File: src/rtl/flt_fix_pkg.sv
// Shared types and constants for the float16 -> int16 sequential converter.
// Holds the FSM state encoding and the float16 field constants used by the
// classifier and the top-level datapath.
package flt_fix_pkg;

  typedef enum logic [2:0] {
    S_IDLE,
    S_RD_LO,
    S_RD_HI,
    S_SHIFT,
    S_FIX_SIGN,
    S_WR_LO,
    S_WR_HI
  } state_t;

  // float16 exponent bias and all-ones exponent (inf/NaN)
  localparam logic [4:0]  F16_BIAS    = 5'd15;
  localparam logic [4:0]  F16_EXP_MAX = 5'd31;

  // Exponent at which the 11-bit mantissa {1,frac} is already an integer
  localparam logic [4:0]  E_UNITY     = 5'd25;

  // First exponent whose magnitude no longer fits in int16 (>= 2^15)
  localparam logic [4:0]  E_SAT_MIN   = F16_EXP_MAX - 5'd1;

  localparam logic [15:0] SAT_POS     = 16'h7FFF;
  localparam logic [15:0] SAT_NEG     = 16'h8000;

endpackage

File: src/rtl/f16_classify.sv
// Combinational float16 field decode and range classification.
// Ports: hi/lo = float16 bytes in; sgn/e/m = fields with hidden bit restored;
//        is_zero_out/is_sat = range class; shift_dir (1=left) and n = shift plan.
module f16_classify
  import flt_fix_pkg::*;
(
  input  logic [7:0]  hi,
  input  logic [7:0]  lo,
  output logic        sgn,
  output logic [4:0]  e,
  output logic [10:0] m,
  output logic        is_zero_out,
  output logic        is_sat,
  output logic        shift_dir,
  output logic [3:0]  n
);

  always_comb begin
    sgn         = hi[7];
    e           = hi[6:2];
    m           = {1'b1, hi[1:0], lo};
    is_zero_out = 1'b0;
    is_sat      = 1'b0;
    shift_dir   = 1'b0;
    n           = 4'd0;

    if (e < F16_BIAS) begin
      // |x| < 1 (including zero and subnormals) truncates to zero
      is_zero_out = 1'b1;
    end else if (e >= E_SAT_MIN) begin
      // |x| >= 32768, inf and NaN all clamp; -32768 exactly also lands here
      is_sat = 1'b1;
    end else if (e <= E_UNITY) begin
      shift_dir = 1'b0;
      n         = 4'(E_UNITY - e);
    end else begin
      // e in 26..29: at most 4 left shifts, so bit 15 is never reached
      shift_dir = 1'b1;
      n         = 4'(e - E_UNITY);
    end
  end

endmodule

File: src/rtl/flt16_to_fix16_seq.sv
// Sequential float16 -> int16 converter sharing one 8-bit data memory port.
// Ports: clk/reset (sync, active-high); start/done handshake; DataAddress,
//        ReadMem, WriteMem, DataIn, DataOut form the data_mem interface.
// Latency: done rises on the (6+n)th edge after start is sampled, n in 0..10.
module flt16_to_fix16_seq
  import flt_fix_pkg::*;
#(
  parameter logic [7:0] SRC_ADDR = 8'd2,
  parameter logic [7:0] DST_ADDR = 8'd4
) (
  input  logic       clk,
  input  logic       reset,
  input  logic       start,
  output logic       done,
  output logic [7:0] DataAddress,
  output logic       ReadMem,
  output logic       WriteMem,
  output logic [7:0] DataIn,
  input  logic [7:0] DataOut
);

  state_t state;
  state_t next_state;

  logic [7:0]  lo_q;
  logic        sgn_q;
  logic        sat_q;
  logic        dir_q;
  logic [3:0]  cnt_q;
  logic [15:0] mag_q;
  logic [15:0] result_q;

  logic        cls_sgn;
  logic [10:0] cls_m;
  logic        cls_is_zero;
  logic        cls_is_sat;
  logic        cls_dir;
  logic [3:0]  cls_n;
  // The exponent is fully consumed inside the classifier; it stays on the
  // port list so the decode can be probed, but nothing here needs it.
  logic [4:0]  cls_e_unused;

  // The hi byte is classified straight off the memory bus during RD_HI,
  // so only the lo byte needs a holding register.
  f16_classify u_classify (
    .hi          (DataOut),
    .lo          (lo_q),
    .sgn         (cls_sgn),
    .e           (cls_e_unused),
    .m           (cls_m),
    .is_zero_out (cls_is_zero),
    .is_sat      (cls_is_sat),
    .shift_dir   (cls_dir),
    .n           (cls_n)
  );

  assign ReadMem = 1'b1;

  // Next-state logic
  always_comb begin
    next_state = state;
    unique case (state)
      S_IDLE:     if (start) next_state = S_RD_LO;
      S_RD_LO:    next_state = S_RD_HI;
      S_RD_HI:    next_state = S_SHIFT;
      // SHIFT always spends one cycle checking the count, hence n+1 cycles
      S_SHIFT:    if (cnt_q == 4'd0) next_state = S_FIX_SIGN;
      S_FIX_SIGN: next_state = S_WR_LO;
      S_WR_LO:    next_state = S_WR_HI;
      S_WR_HI:    next_state = S_IDLE;
      default:    next_state = S_IDLE;
    endcase
  end

  // Memory port outputs
  always_comb begin
    DataAddress = 8'd0;
    WriteMem    = 1'b0;
    DataIn      = 8'd0;
    unique case (state)
      S_RD_LO: DataAddress = SRC_ADDR;
      S_RD_HI: DataAddress = SRC_ADDR + 8'd1;
      S_WR_LO: begin
        DataAddress = DST_ADDR;
        WriteMem    = 1'b1;
        DataIn      = result_q[7:0];
      end
      S_WR_HI: begin
        DataAddress = DST_ADDR + 8'd1;
        WriteMem    = 1'b1;
        DataIn      = result_q[15:8];
      end
      default: ;
    endcase
    // Reset must suppress a write on the very edge it is sampled, not only
    // after the state register has been cleared.
    if (reset) begin
      DataAddress = 8'd0;
      WriteMem    = 1'b0;
      DataIn      = 8'd0;
    end
  end

  // State register and datapath
  always_ff @(posedge clk) begin
    if (reset) begin
      state    <= S_IDLE;
      done     <= 1'b0;
      lo_q     <= 8'd0;
      sgn_q    <= 1'b0;
      sat_q    <= 1'b0;
      dir_q    <= 1'b0;
      cnt_q    <= 4'd0;
      mag_q    <= 16'd0;
      result_q <= 16'd0;
    end else begin
      state <= next_state;
      unique case (state)
        S_IDLE: begin
          if (start) done <= 1'b0;
        end
        S_RD_LO: begin
          lo_q <= DataOut;
        end
        S_RD_HI: begin
          sgn_q <= cls_sgn;
          sat_q <= cls_is_sat;
          dir_q <= cls_dir;
          cnt_q <= cls_n;
          mag_q <= (cls_is_zero || cls_is_sat) ? 16'd0 : {5'd0, cls_m};
        end
        S_SHIFT: begin
          if (cnt_q != 4'd0) begin
            // Right shifts drop bits, which is truncation toward zero
            // because the sign is applied afterwards to the magnitude.
            mag_q <= dir_q ? (mag_q << 1) : (mag_q >> 1);
            cnt_q <= cnt_q - 4'd1;
          end
        end
        S_FIX_SIGN: begin
          if (sat_q) begin
            result_q <= sgn_q ? SAT_NEG : SAT_POS;
          end else begin
            // A zero magnitude negates to zero, so -0 and -0.5 give 0000
            result_q <= sgn_q ? (16'd0 - mag_q) : mag_q;
          end
        end
        S_WR_HI: begin
          done <= 1'b1;
        end
        default: ;
      endcase
    end
  end

endmodule

File: config.mk
export PLATFORM = sky130hd
export DESIGN_NAME = flt16_to_fix16_seq
export DESIGN_NICKNAME = d
export VERILOG_FILES = /design/src/rtl/flt_fix_pkg.sv /design/src/rtl/f16_classify.sv /design/src/rtl/flt16_to_fix16_seq.sv
export SDC_FILE = /design/constraint.sdc
export NUM_CORES = 1
export LEC_CHECK = 0
export CORE_MARGIN = 5
export CORE_UTILIZATION = 55
export CTS_BUF_LIST = sky130_fd_sc_hd__clkbuf_16
export CTS_CLUSTER_DIAMETER = 40
export DETAILED_ROUTE_END_ITERATION = 8
export GPL_TIMING_DRIVEN = 1
export PLACE_DENSITY = 0.85
export SYNTH_ARGS = -nofsm -noshare
export SYNTH_HDL_FRONTEND = slang
export SYNTH_SLANG_ARGS = --single-unit
File: constraint.sdc
create_clock -name clk -period 2.6 [get_ports clk]
set_input_delay 0.26 -clock clk [delete_from_list [all_inputs] [get_ports clk]]
set_output_delay 0.26 -clock clk [all_outputs]
set_load 0.01 [all_outputs]
Word level (Yosys, flattened, before mapping) --
Cells that the tools add are included.
Cells by class: add/sub/neg operators 4, magnitude comparators 3, equality and inequality tests 9, mux-type cells 29, reduce and logical (&&, ||, !) cells 10
Operator list (count):
- 16-bit two-way mux | 5
- 16-bit one-hot mux with 2 select lines | 1
- 3-bit one-hot mux with 6 select lines | 1
- 4-bit two-way mux | 4
- 8-bit two-way mux | 2
- 8-bit one-hot mux with 2 select lines | 1
- 1-bit by 16-bit subtractor with 16-bit output, first input constant | 1
- 3-bit one-hot mux with 4 select lines | 1
- 11-bit two-way mux | 1
- 3-bit equality test, second input constant | 3
- 1-bit two-way mux | 9
- 4-bit one-hot mux with 2 select lines | 1
- 3-bit by 2-bit equality test with 1-bit output, second input constant | 2
- 3-bit two-way mux | 2
- 2-bit != test, second input constant | 3
- 2-bit AND reduction | 3
- 5-bit >= comparator, second input constant | 1
- 5-bit less-or-equal comparator, second input constant | 1
- 5-bit by 4-bit less-than comparator with 1-bit output, second input constant | 1
- 4-bit zero test | 1
- 2-bit nonzero test | 2
- 4-bit nonzero test | 1
- 4-bit by 1-bit subtractor with 4-bit output, second input constant | 1
- 4-bit subtractor, first input constant | 1
- other kinds (6) | 6
Storage, ports and cells: register bits 51, input bits 11, output and inout bits 19, word-level logic and storage cells 64

Logic depth before layout (Yosys ltp) --
Gate-level depths: netlist of the first run.
depth after elaboration 6, mapped depth 7

Hierarchy --
Synthesis of the first run repeated with hierarchy kept, for this count alone.
Unflattened totals: cell total of the unflattened synthesis 436, area total of the unflattened synthesis 3271.9 µm²
By module, submodules not included:
- flt16_to_fix16_seq | instances 1, cells each 390, area each 2924.1 µm², sequential area each 1021.0 µm²
- f16_classify | instances 1, cells each 46, area each 347.8 µm², sequential area each 0.0 µm²

Least setup slack after synthesis of the first run --
No wires, ideal clock.
path type register -> register, start register mag_q[2], end register result_q[11], library setup time 0.119 ns, arrival time 1.820 ns, data required time 2.481 ns, slack 0.661 ns, cell stages (with the launch flop) 7, period minus slack after synthesis 1.939 ns, cell sequence dfxtp_1 -> buf_6 -> or4_4 -> buf_6 -> nor4_2 -> mux2_1 -> o221a_1
On the way: cells in the longest elaborated chain, start to end 3
Ends and longest elaborated chain:
- from (decl) | line flt16_to_fix16_seq.sv:30 | logic [15:0] mag_q;
- from (signal assigned) | line flt16_to_fix16_seq.sv:130 | mag_q <= (cls_is_zero || cls_is_sat) ? 16'd0 : {5'd0, cls_m};
- from (signal assigned) | line flt16_to_fix16_seq.sv:136 | mag_q <= dir_q ? (mag_q << 1) : (mag_q >> 1);
- 1-bit by 16-bit subtractor with 16-bit output | line flt16_to_fix16_seq.sv:145 | result_q <= sgn_q ? (16'd0 - mag_q) : mag_q;
- 16-bit two-way mux | line flt16_to_fix16_seq.sv:145
- 16-bit two-way mux | line flt16_to_fix16_seq.sv:141 | if (sat_q) begin
- to (signal assigned) | line flt16_to_fix16_seq.sv:142 | result_q <= sgn_q ? SAT_NEG : SAT_POS;
- to (signal assigned) | line flt16_to_fix16_seq.sv:145
- to (decl) | line flt16_to_fix16_seq.sv:31 | logic [15:0] result_q;
No other way between the ends. A chain may end at the register's enable or synchronous reset.

Worst setup path in the final report of the first run --
start register state[1], end output port DataAddress[1]
On the way: cells in the longest elaborated chain, start to end 3, elaborated cells between the ends (all ways) 6
Ends and longest elaborated chain:
- from (decl) | line flt16_to_fix16_seq.sv:22 | state_t state;
- from (signal assigned) | line flt16_to_fix16_seq.sv:117 | state <= next_state;
- 3-bit equality test (tied with other cells) | line flt16_to_fix16_seq.sv:80 | unique case (state)
- 3-bit one-hot mux with 4 select lines * | line flt16_to_fix16_seq.sv:80
- 8-bit two-way mux * | line flt16_to_fix16_seq.sv:97 | if (reset) begin
- to (decl) | line flt16_to_fix16_seq.sv:15 | output logic [7:0] DataAddress,
Every way passes the cells marked *; elsewhere a longest branch is shown, timed or not.

==> run metrics, run 1 <==
Post-CTS Hold Buffers=0; Crit path top cell by count=nor2_1; CTS buffer count=5; Fin. Hold Viols=0; final hold slack=0.465 ns; final antenna-violating net count=0; Seq cells post-synth=approximately 50; RSZ-0062 raised after global routing=false; initial antenna violation count=0; post-synthesis async set-or-reset flop share=0%; Setup crit start kind=flip-flop; Clock Tree Buf Depth=2; Vias/cell=6.38; Clock Sinks=51; period utilization=about nine tenths; nets=417; antenna cells=0; crit path DAT=2.12 ns; Post CTS Setup Buffer Count=0; most frequent cells in the layout=58 x nor2_1, 51 x dfxtp_1, 23 x nor3_1, 23 x clkdlybuf4s50_1, 21 x a21oi_1; WL/cell=16.3 um; Final Skew=0.00282 ns; fraction of synthesized area in multiplexers=7.87%; critical path type=flip-flop to primary output; Port Buf Inserts=23; synth unique cells=61; Leak=1.26 nW; fin util=63.1%; Vert. Die Dim=85.7 um; Synth Cell Area=0.00315 sq mm; first-pass GRT wire length=12,800 um; DRC viols=0; adder-cell share of the synthesized area=3.18%; critical path's slowest cell=dfxtp_1; vias after detailed routing=between 2,000 and 3,000; number of global-route vias before repair=2,776; largest net degree at the start of global routing=51; Simple-Gate Fraction of Synth Area=23.0%; core box area=~0.0055 sq mm; most common cell after layout, fill and taps aside=nor2_1; DIE AREA=between 0.007 and 0.008 sq mm; # rows=27; DRT iter0 DRCs=around 250; CP endpoint kind=primary output; Global Route Usage Sum=about a fifth; fin cells=between 400 and 500; CP Cell Sequence=nand2b_1 -> nor2_1 -> nor2_1 -> nor2_1 -> clkdlybuf4s50_1; Max IR drop VDD=0.391 mV; H-tree levels=2; Initial Utilization=56.8%; fmax=0.420 GHz; Syn Area/Cell=7.97 sq um; P per Cell Area=between 500 and 600 mW/mm^2; max_slew headroom=42.7%; CTS Root Cell=clkbuf_16; min Tclk post-route=about 2.4 ns; actual slew at the worst max-slew pin=0.852 ns; CP required=2.34 ns; drt total wl=between 7000 and 8000 um; Syn-to-layout area delta=11.0%; largest family of logic cells by synthesized area=compound AO/OA/AOI/OAI gates; setup_tns=0 ns; Post-Synthesis Cells=395; Final setup viols=0; CP max stage delay=0.57 ns; post_cts resized=0; Slew Viols, Final=0; Crit path max-delay family=simple AND/OR/NAND/NOR gates; Synth Area in Compound Gates=24.0%; Hold Path Class=flip-flop to flip-flop; clk slew on worst S/H paths=0.06 ns; Post-synth top flop=dfxtp_1; total power=1.99 mW; CTS tree=done; Ys Warns=0; Placed Cells=approximately 460; worst skew pair latency=around 0.28 ns; Remaining Overflow, GRT=0; dpl hpwl=~5500 um; RD Place Congestion=around 0.87; share of layout cells above drive strength 1=about a tenth; max-cap viol count=0; Post-Synth XOR/XNOR Area=about 1.1%; EDFF count, synth=0; status=complete, no violations; Bufs and invs on worst path=1; Max Fanout on Critical Path=14; DRT Pass-1 Iters=7; sequential share of the synthesized area=32.4%; Die W=85.7 um; I/O Pins=30
[report_power, final]
part / leakage (nW) / switching (mW) / internal [mW] / total, mW
sequential: 0.414 / 0.0688 / 0.825 / 0.894
combinational: 0.777 / 0.276 / 0.204 / 0.480
clock: 0.0671 / 0.272 / 0.346 / 0.618
[tightest hold or removal path, cell delays in order (launching register included)]
cell and delay [ns]:
dfxtp_1 0.31, nand2_1 0.06, a21oi_1 0.05
[logic make-up (layout without fill, tap and decap cells)]
| family | count (synthesis) | in the layout |
|---|---|---|
| DFF | 51 | 51 |
| adders and majority gates | 8 | 8 |
| xor gates and xnor gates | 4 | 4 |
| buffers and inverters | 55 | 54 |
| AOI/OAI and AO/OA | 107 | 107 |
| muxes | 23 | 23 |
| and+or+nand+nor | 145 | 145 |
| other | 2 | 6 |
[path summary, 6_finish.rpt]
path                             startpoint        endpoint  slack (ns)  cells past startpoint
worst max register to register     state[2]    result_q[14]        0.44                      4
worst min-delay path            result_q[2]     result_q[2]        0.47                      2
worst max-delay path               state[1]  DataAddress[1]        0.22                      5
worst min register to register  result_q[2]     result_q[2]        0.47                      2
[synth_stat cells, drive strengths merged, types with 5 or more instances]
master	number	area, sq um
ha	8	100
a311oi	6	58.8
nor2	59	224
a211oi	11	82.6
or3	8	51.3
nand2	18	67.6
mux2	14	158
o21ai	18	90.1
dfxtp	51	1020
nor3	23	115
mux2i	9	90.1
clkbuf	25	95.1
a221oi	10	87.6
nand3	8	40.0
nor2b	5	31.3
a21oi	21	105
inv	14	52.6
a22oi	9	67.6
buf	16	108
nor4	5	52.6
a31oi	7	43.8
[routing by layer]
| layer | GRT usage [%] | up-vias | part of all wire [%] |
|---|---|---|---|
| li1 | - | 1445 | - |
| met2 | 37.4 | 116 | 49 |
| met1 | 25.1 | 1412 | 43 |
| met5 | 0 | - | 0 |
| met4 | 7.77 | 0 | 3.4 |
| met3 | 3.65 | 24 | 5.3 |
[per-stage QoR]
stage	instance area (sq um)	setup slack, ns
3_5_place_dp	3360	0.286
5_1_grt	3490	0.0238
6_report	3490	0.220
2_1_floorplan	3160	0.661
4_1_cts	3490	0.230
3_3_place_gp	3360	0.369
[sequential cells by signal, summed over array words and instances, names as in the netlist]
signal	cells
cnt_q	4
dir_q	1
done	1
lo_q	8
mag_q	16
result_q	16
sat_q	1
sgn_q	1
state	3
[final cells by class]
cell class / instances / area [sq um]
fillers: 483 / 2050
multi-input cells: 293 / 1890
flip-flops and latches: 51 / 1020
repair buffers: 33 / 305
clock buffers: 5 / 125
well taps: 72 / 90.1
inverters: 14 / 52.6
clock inverters: 2 / 8.76
Power figures use the tool's default switching activity.
==> run 2: changes to the inputs <==
--- a/config.mk
+++ b/config.mk
@@ -6,12 +6,12 @@
 export NUM_CORES = 1
 export LEC_CHECK = 0
 export CORE_MARGIN = 5
-export CORE_UTILIZATION = 55
+export CORE_UTILIZATION = 50
 export CTS_BUF_LIST = sky130_fd_sc_hd__clkbuf_16
 export CTS_CLUSTER_DIAMETER = 40
 export DETAILED_ROUTE_END_ITERATION = 8
 export GPL_TIMING_DRIVEN = 1
-export PLACE_DENSITY = 0.85
+export PLACE_DENSITY = 0.79
 export SYNTH_ARGS = -nofsm -noshare
 export SYNTH_HDL_FRONTEND = slang
 export SYNTH_SLANG_ARGS = --single-unit
==> run 2 against run 1 <==
Clock skew increased by 0.0020 ns. Final area rose by 1.5%. Sequential power hardly changed. Maximum frequency increased by 4.2%. Register-to-register slack improved by 0.20 ns. Via count is 3.2% lower. Power grew 5.7%. First-iteration DRC count shrank 35%. Highest routed layer unchanged. Flip-flop and latch count unchanged. Core utilization fell by 6.2 points.
==> run metrics, run 2 (synthesized netlist as in run 1, its figures left out) <==
fmax=0.438 GHz (+4.2%); Max IR drop VDD=0.324 mV (-17%); Vert. Die Dim=89.3 um (+4.3%); Initial Utilization=50.4% (-6.4 points); Post-CTS Hold Buffers=0 (unchanged); first-pass GRT wire length=12,700 um (-0.22%); I/O Pins=30 (unchanged); WL/cell=15.5 um (-5.1%); DRT Pass-1 Iters=5 (-2); clk slew on worst S/H paths=0.07 ns (about the same); total power=2.11 mW (+5.7%); most frequent cells in the layout=58 x nor2_1, 50 x dfxtp_1, 23 x nor3_1, 23 x clkdlybuf4s50_1, 21 x a21oi_1; Vias/cell=6.07 (-4.8%); initial antenna violation count=0 (unchanged); RD Place Congestion=0.915 (+5.2%); DRT iter0 DRCs=164 (-35%); Remaining Overflow, GRT=0 (unchanged); DRC viols=0 (unchanged); crit path DAT=2.02 ns (-0.10 ns); # rows=29 (+7.4%); period utilization=87.9% (-3.6 points); final antenna-violating net count=0 (unchanged); H-tree levels=2 (unchanged); share of layout cells above drive strength 1=11.5% (+0.92 points); Leak=1.28 nW (+2.0%); Final Skew=0.00483 ns (+0.00202 ns); largest net degree at the start of global routing=51 (unchanged); Clock Sinks=51 (unchanged); P per Cell Area=594 mW/mm^2 (+4.2%); fin util=56.8% (-6.2 points); Clock Tree Buf Depth=2 (unchanged); Setup crit start kind=flip-flop; nets=419 (+0.48%); most common cell after layout, fill and taps aside=nor2_1; critical path type=flip-flop to primary output; Syn-to-layout area delta=12.7%; worst skew pair latency=0.29 ns (about the same); core box area=0.00624 sq mm (+13%); fin cells=478 (+1.7%); actual slew at the worst max-slew pin=0.758 ns (-0.0937 ns); largest registers=mag_q x16, result_q x16, lo_q x8; Die W=89.3 um (+4.3%); status=complete, no violations; CTS Root Cell=clkbuf_16; vias after detailed routing=2,902 (-3.2%); RSZ-0062 raised after global routing=false; CP required=2.34 ns (about the same); antenna cells=0 (unchanged); drt total wl=7410 um (-3.5%); max_slew headroom=49.0% (+6.3 points); Post CTS Setup Buffer Count=0 (unchanged); Placed Cells=470 (+1.5%); number of global-route vias before repair=2,691 (-3.1%); Final setup viols=0 (unchanged); DIE AREA=0.00798 sq mm (+8.8%); CP endpoint kind=primary output; CTS buffer count=5 (unchanged); min Tclk post-route=2.28 ns (-0.0949 ns); post_cts resized=0 (unchanged); CTS tree=done; Max Fanout on Critical Path=12 (-2); setup_tns=0 ns (unchanged); Fillers=583 (+21%); max-cap viol count=0 (unchanged); Port Buf Inserts=23 (unchanged); Fin. Hold Viols=0 (unchanged); dpl hpwl=5440 um (-0.68%); Slew Viols, Final=0 (unchanged); Hold Path Class=flip-flop to flip-flop; Global Route Usage Sum=20.0% (-0.99 points)
[run 2: changes by cell type in the layout (fill, tap and decap cells not counted), sizes merged]
cell / previous run / this run
buf: 10 / 12
bufinv: 0 / 1
[run 2: stage by stage]
stage / area [sq um] / setup WS [ns] / hold WS, ns
floorplan: 3160 / 0.661 / 0.396
global placement: 3380 / 0.364 / 0.443
detailed placement: 3380 / 0.277 / 0.450
CTS: 3550 / 0.167 / 0.459
global route: 3550 / 0.138 / 0.504
finish: 3550 / 0.315 / 0.459
[run 2: metal layers]
layer	wire length [um]	vias to the layer above	global-route usage, %
met4	128	0	6.09
met2	3690	71	33.8
met5	0	-	0
met1	3260	1375	26.0
met3	328	10	3.50
li1	-	1446	-
[run 2: report_power, final]
| group | switching [mW] | total, mW | internal [mW] | leakage [nW] |
|---|---|---|---|---|
| combinational | 0.274 | 0.481 | 0.207 | 0.787 |
| clock | 0.285 | 0.734 | 0.449 | 0.0812 |
| sequential | 0.0658 | 0.891 | 0.826 | 0.414 |
[run 2: final timing paths]
| check | start | to | slack [ns] | cells past startpoint |
|---|---|---|---|---|
| worst max-delay path | state[2] | DataAddress[1] | 0.32 | 5 |
| worst min-delay path | result_q[2] | result_q[2] | 0.46 | 2 |
| worst max register to register | mag_q[2] | result_q[11] | 0.64 | 4 |
| worst min register to register | result_q[2] | result_q[2] | 0.46 | 2 |
[run 2: area by class of cell]
type                    instances  area, sq um  area share (%)
clock buffers                   5          125            3.53
clock inverters                 3         38.8            1.09
inverters                      14         52.6            1.48
multi-input cells             293         1890            53.3
flip-flops and latches         51         1020            28.8
well taps                      77         96.3            2.72
repair buffers                 35          320            9.03
[run 2: critical path: stages, from the launching register on]
cell and delay (ns):
dfxtp_1 0.41, nand2b_1 0.26, nor2_1 0.31, nor2_1 0.08
nor2_1 0.11, clkdlybuf4s50_1 0.56
==> run 3: changes to the inputs <==
--- a/config.mk
+++ b/config.mk
@@ -7,7 +7,6 @@
 export LEC_CHECK = 0
 export CORE_MARGIN = 5
 export CORE_UTILIZATION = 50
-export CTS_BUF_LIST = sky130_fd_sc_hd__clkbuf_16
 export CTS_CLUSTER_DIAMETER = 40
 export DETAILED_ROUTE_END_ITERATION = 8
 export GPL_TIMING_DRIVEN = 1
==> run 3 against run 2 <==
Core utilization shrank 0.74 points. Clock power is 23% lower. Final area down 1.3%. Wire length shrank 0.34%. Global-route usage fell by 0.38 points. Critical path type unchanged. Highest routed layer unchanged.
==> run metrics, run 3 (synthesized netlist as in run 1, its figures left out) <==
Final Skew=0.0110 ns (+0.00618 ns); Clock Sinks=51 (unchanged); CP endpoint=DataAddress[1]; clock power share=29.2% (-5.6 points); clk slew on worst S/H paths=0.10 ns (+0.03 ns); Die W=89.3 um (unchanged); Fillers=583 (unchanged); Gate power share=24.8% (+2.0 points); status=complete, no violations; CP required=2.34 ns (about the same); DRT Pass-1 Iters=4 (-1); first-pass GRT wire length=12,600 um (-0.76%); fmax=0.434 GHz (-0.84%); # rows=29 (unchanged); final hold slack=0.464 ns (+0.00509 ns); R2R depth=4 (unchanged); CTS tree=done; setup_tns=0 ns (unchanged); Remaining Overflow, GRT=0 (unchanged); CTS buffer count=5 (unchanged); Initial Utilization=50.4% (unchanged); dpl hpwl=5440 um (unchanged); multi-input logic area=0.00189 sq mm (unchanged); switching fraction of total power=30.7% (+1.0 points); DIE AREA=0.00798 sq mm (unchanged); vias after detailed routing=2,883 (-0.65%); I/O Pins=30 (unchanged); max-cap viol count=0 (unchanged); fin cells=478 (unchanged); Vias/cell=6.03 (-0.65%); RD Place Congestion=0.915 (unchanged); Worst R2R Start=mag_q[2]; RSZ-0062 raised after global routing=false; R2R Setup Slk=0.64 ns (about the same); CTS Root Cell=clkbuf_8; Port Buf Inserts=23 (unchanged); reg-to-reg endpoint=result_q[11]; drt total wl=7380 um (-0.34%); Hold Path Class=flip-flop to flip-flop; fin util=56.1% (-0.74 points); post-route setup slack=0.296 ns (-0.0192 ns); worst slack at placement=0.277 ns (unchanged); Setup crit start kind=flip-flop; Global Route Usage Sum=19.6% (-0.38 points); period utilization=88.6% (+0.74 points); total power=1.94 mW (-7.9%); Psw=0.595 mW (-4.7%); most common cell after layout, fill and taps aside=nor2_1; Vert. Die Dim=89.3 um (unchanged); most frequent cells in the layout=58 x nor2_1, 50 x dfxtp_1, 23 x nor3_1, 23 x clkdlybuf4s50_1, 21 x a21oi_1; largest registers=mag_q x16, result_q x16, lo_q x8; share of layout cells above drive strength 1=11.7% (+0.25 points); register area=0.00102 sq mm (unchanged); nets=419 (unchanged); crit path DAT=2.04 ns (+0.02 ns); Placed Cells=470 (unchanged); Worst Setup SP=state[2]; final antenna-violating net count=0 (unchanged); Clock Tree Buf Depth=2 (unchanged); Leak=1.26 nW (-1.6%); Syn-to-layout area delta=11.2%; actual slew at the worst max-slew pin=0.802 ns (+0.0437 ns); Fin. Hold Viols=0 (unchanged); min Tclk post-route=2.30 ns (+0.0192 ns); Post CTS Setup Buffer Count=0 (unchanged); P per Cell Area=554 mW/mm^2 (-6.7%); dpl cell area=0.00338 sq mm (unchanged); DRC viols=0 (unchanged); Seq pwr share=45.9% (+3.6 points); Max Fanout on Critical Path=12 (unchanged); Slew Viols, Final=0 (unchanged); max_slew headroom=46.0% (-2.9 points); number of global-route vias before repair=2,693 (+0.074%); Max IR drop VDD=0.308 mV (-5.1%); critical path type=flip-flop to primary output; Final setup viols=0 (unchanged); post_cts resized=0 (unchanged); WL/cell=15.4 um (-0.34%); antenna cells=0 (unchanged); DRT iter0 DRCs=227 (+38%); worst skew pair latency=0.30 ns (about the same); P_int=1.34 mW (-9.3%); H-tree levels=2 (unchanged); initial antenna violation count=0 (unchanged); design area=0.00350 sq mm (-1.3%); largest net degree at the start of global routing=51 (unchanged); Post-CTS Hold Buffers=0 (unchanged); CP endpoint kind=primary output; core box area=0.00624 sq mm (unchanged)
run 3: final cells by class:
type	count	share of cell area, %
Timing Repair Buffer	35	9.15
Tap cell	77	2.75
Sequential cell	51	29.2
Inverter	14	1.50
Clock buffer	6	2.36
Clock inverter	2	1.00
Multi-Input combinational cell	293	54.0
run 3: how the worst min path moves through the flow:
stage	startpoint	end	slack [ns]	depth (start not counted)
after floorplan	DataOut[7]	sgn_q	0.40	2
after global placement	result_q[10]	result_q[10]	0.44	2
after detailed placement	result_q[2]	result_q[2]	0.45	2
after CTS	result_q[2]	result_q[2]	0.46	2
after global routing	result_q[10]	result_q[10]	0.51	2
final	result_q[2]	result_q[2]	0.46	2
run 3: critical path, cell delays in order (launching register included):
cell and delay, ns:
dfxtp_1 0.42, nand2b_1 0.26, nor2_1 0.31, nor2_1 0.08, nor2_1 0.11, clkdlybuf4s50_1 0.56
run 3: per-layer routing:
| metal | vias up | GRT usage, % | routed length [um] | part of all wire [%] |
|---|---|---|---|---|
| li1 | 1448 | - | - | - |
| met1 | 1363 | 25.9 | 3310 | 45 |
| met2 | 62 | 33.8 | 3680 | 50 |
| met3 | 10 | 2.12 | 274 | 3.7 |
| met4 | 0 | 5.55 | 116 | 1.6 |
| met5 | - | 0 | 0 | 0 |
run 3: power groups by stage:
stage               clock (mW)  sequential, mW  combinational (mW)
floorplan                    0           0.866               0.412
global placement             0           0.905               0.465
detailed placement           0           0.907               0.476
CTS                      0.577           0.888               0.478
global route             0.610           0.899               0.543
finish                   0.567           0.891               0.482
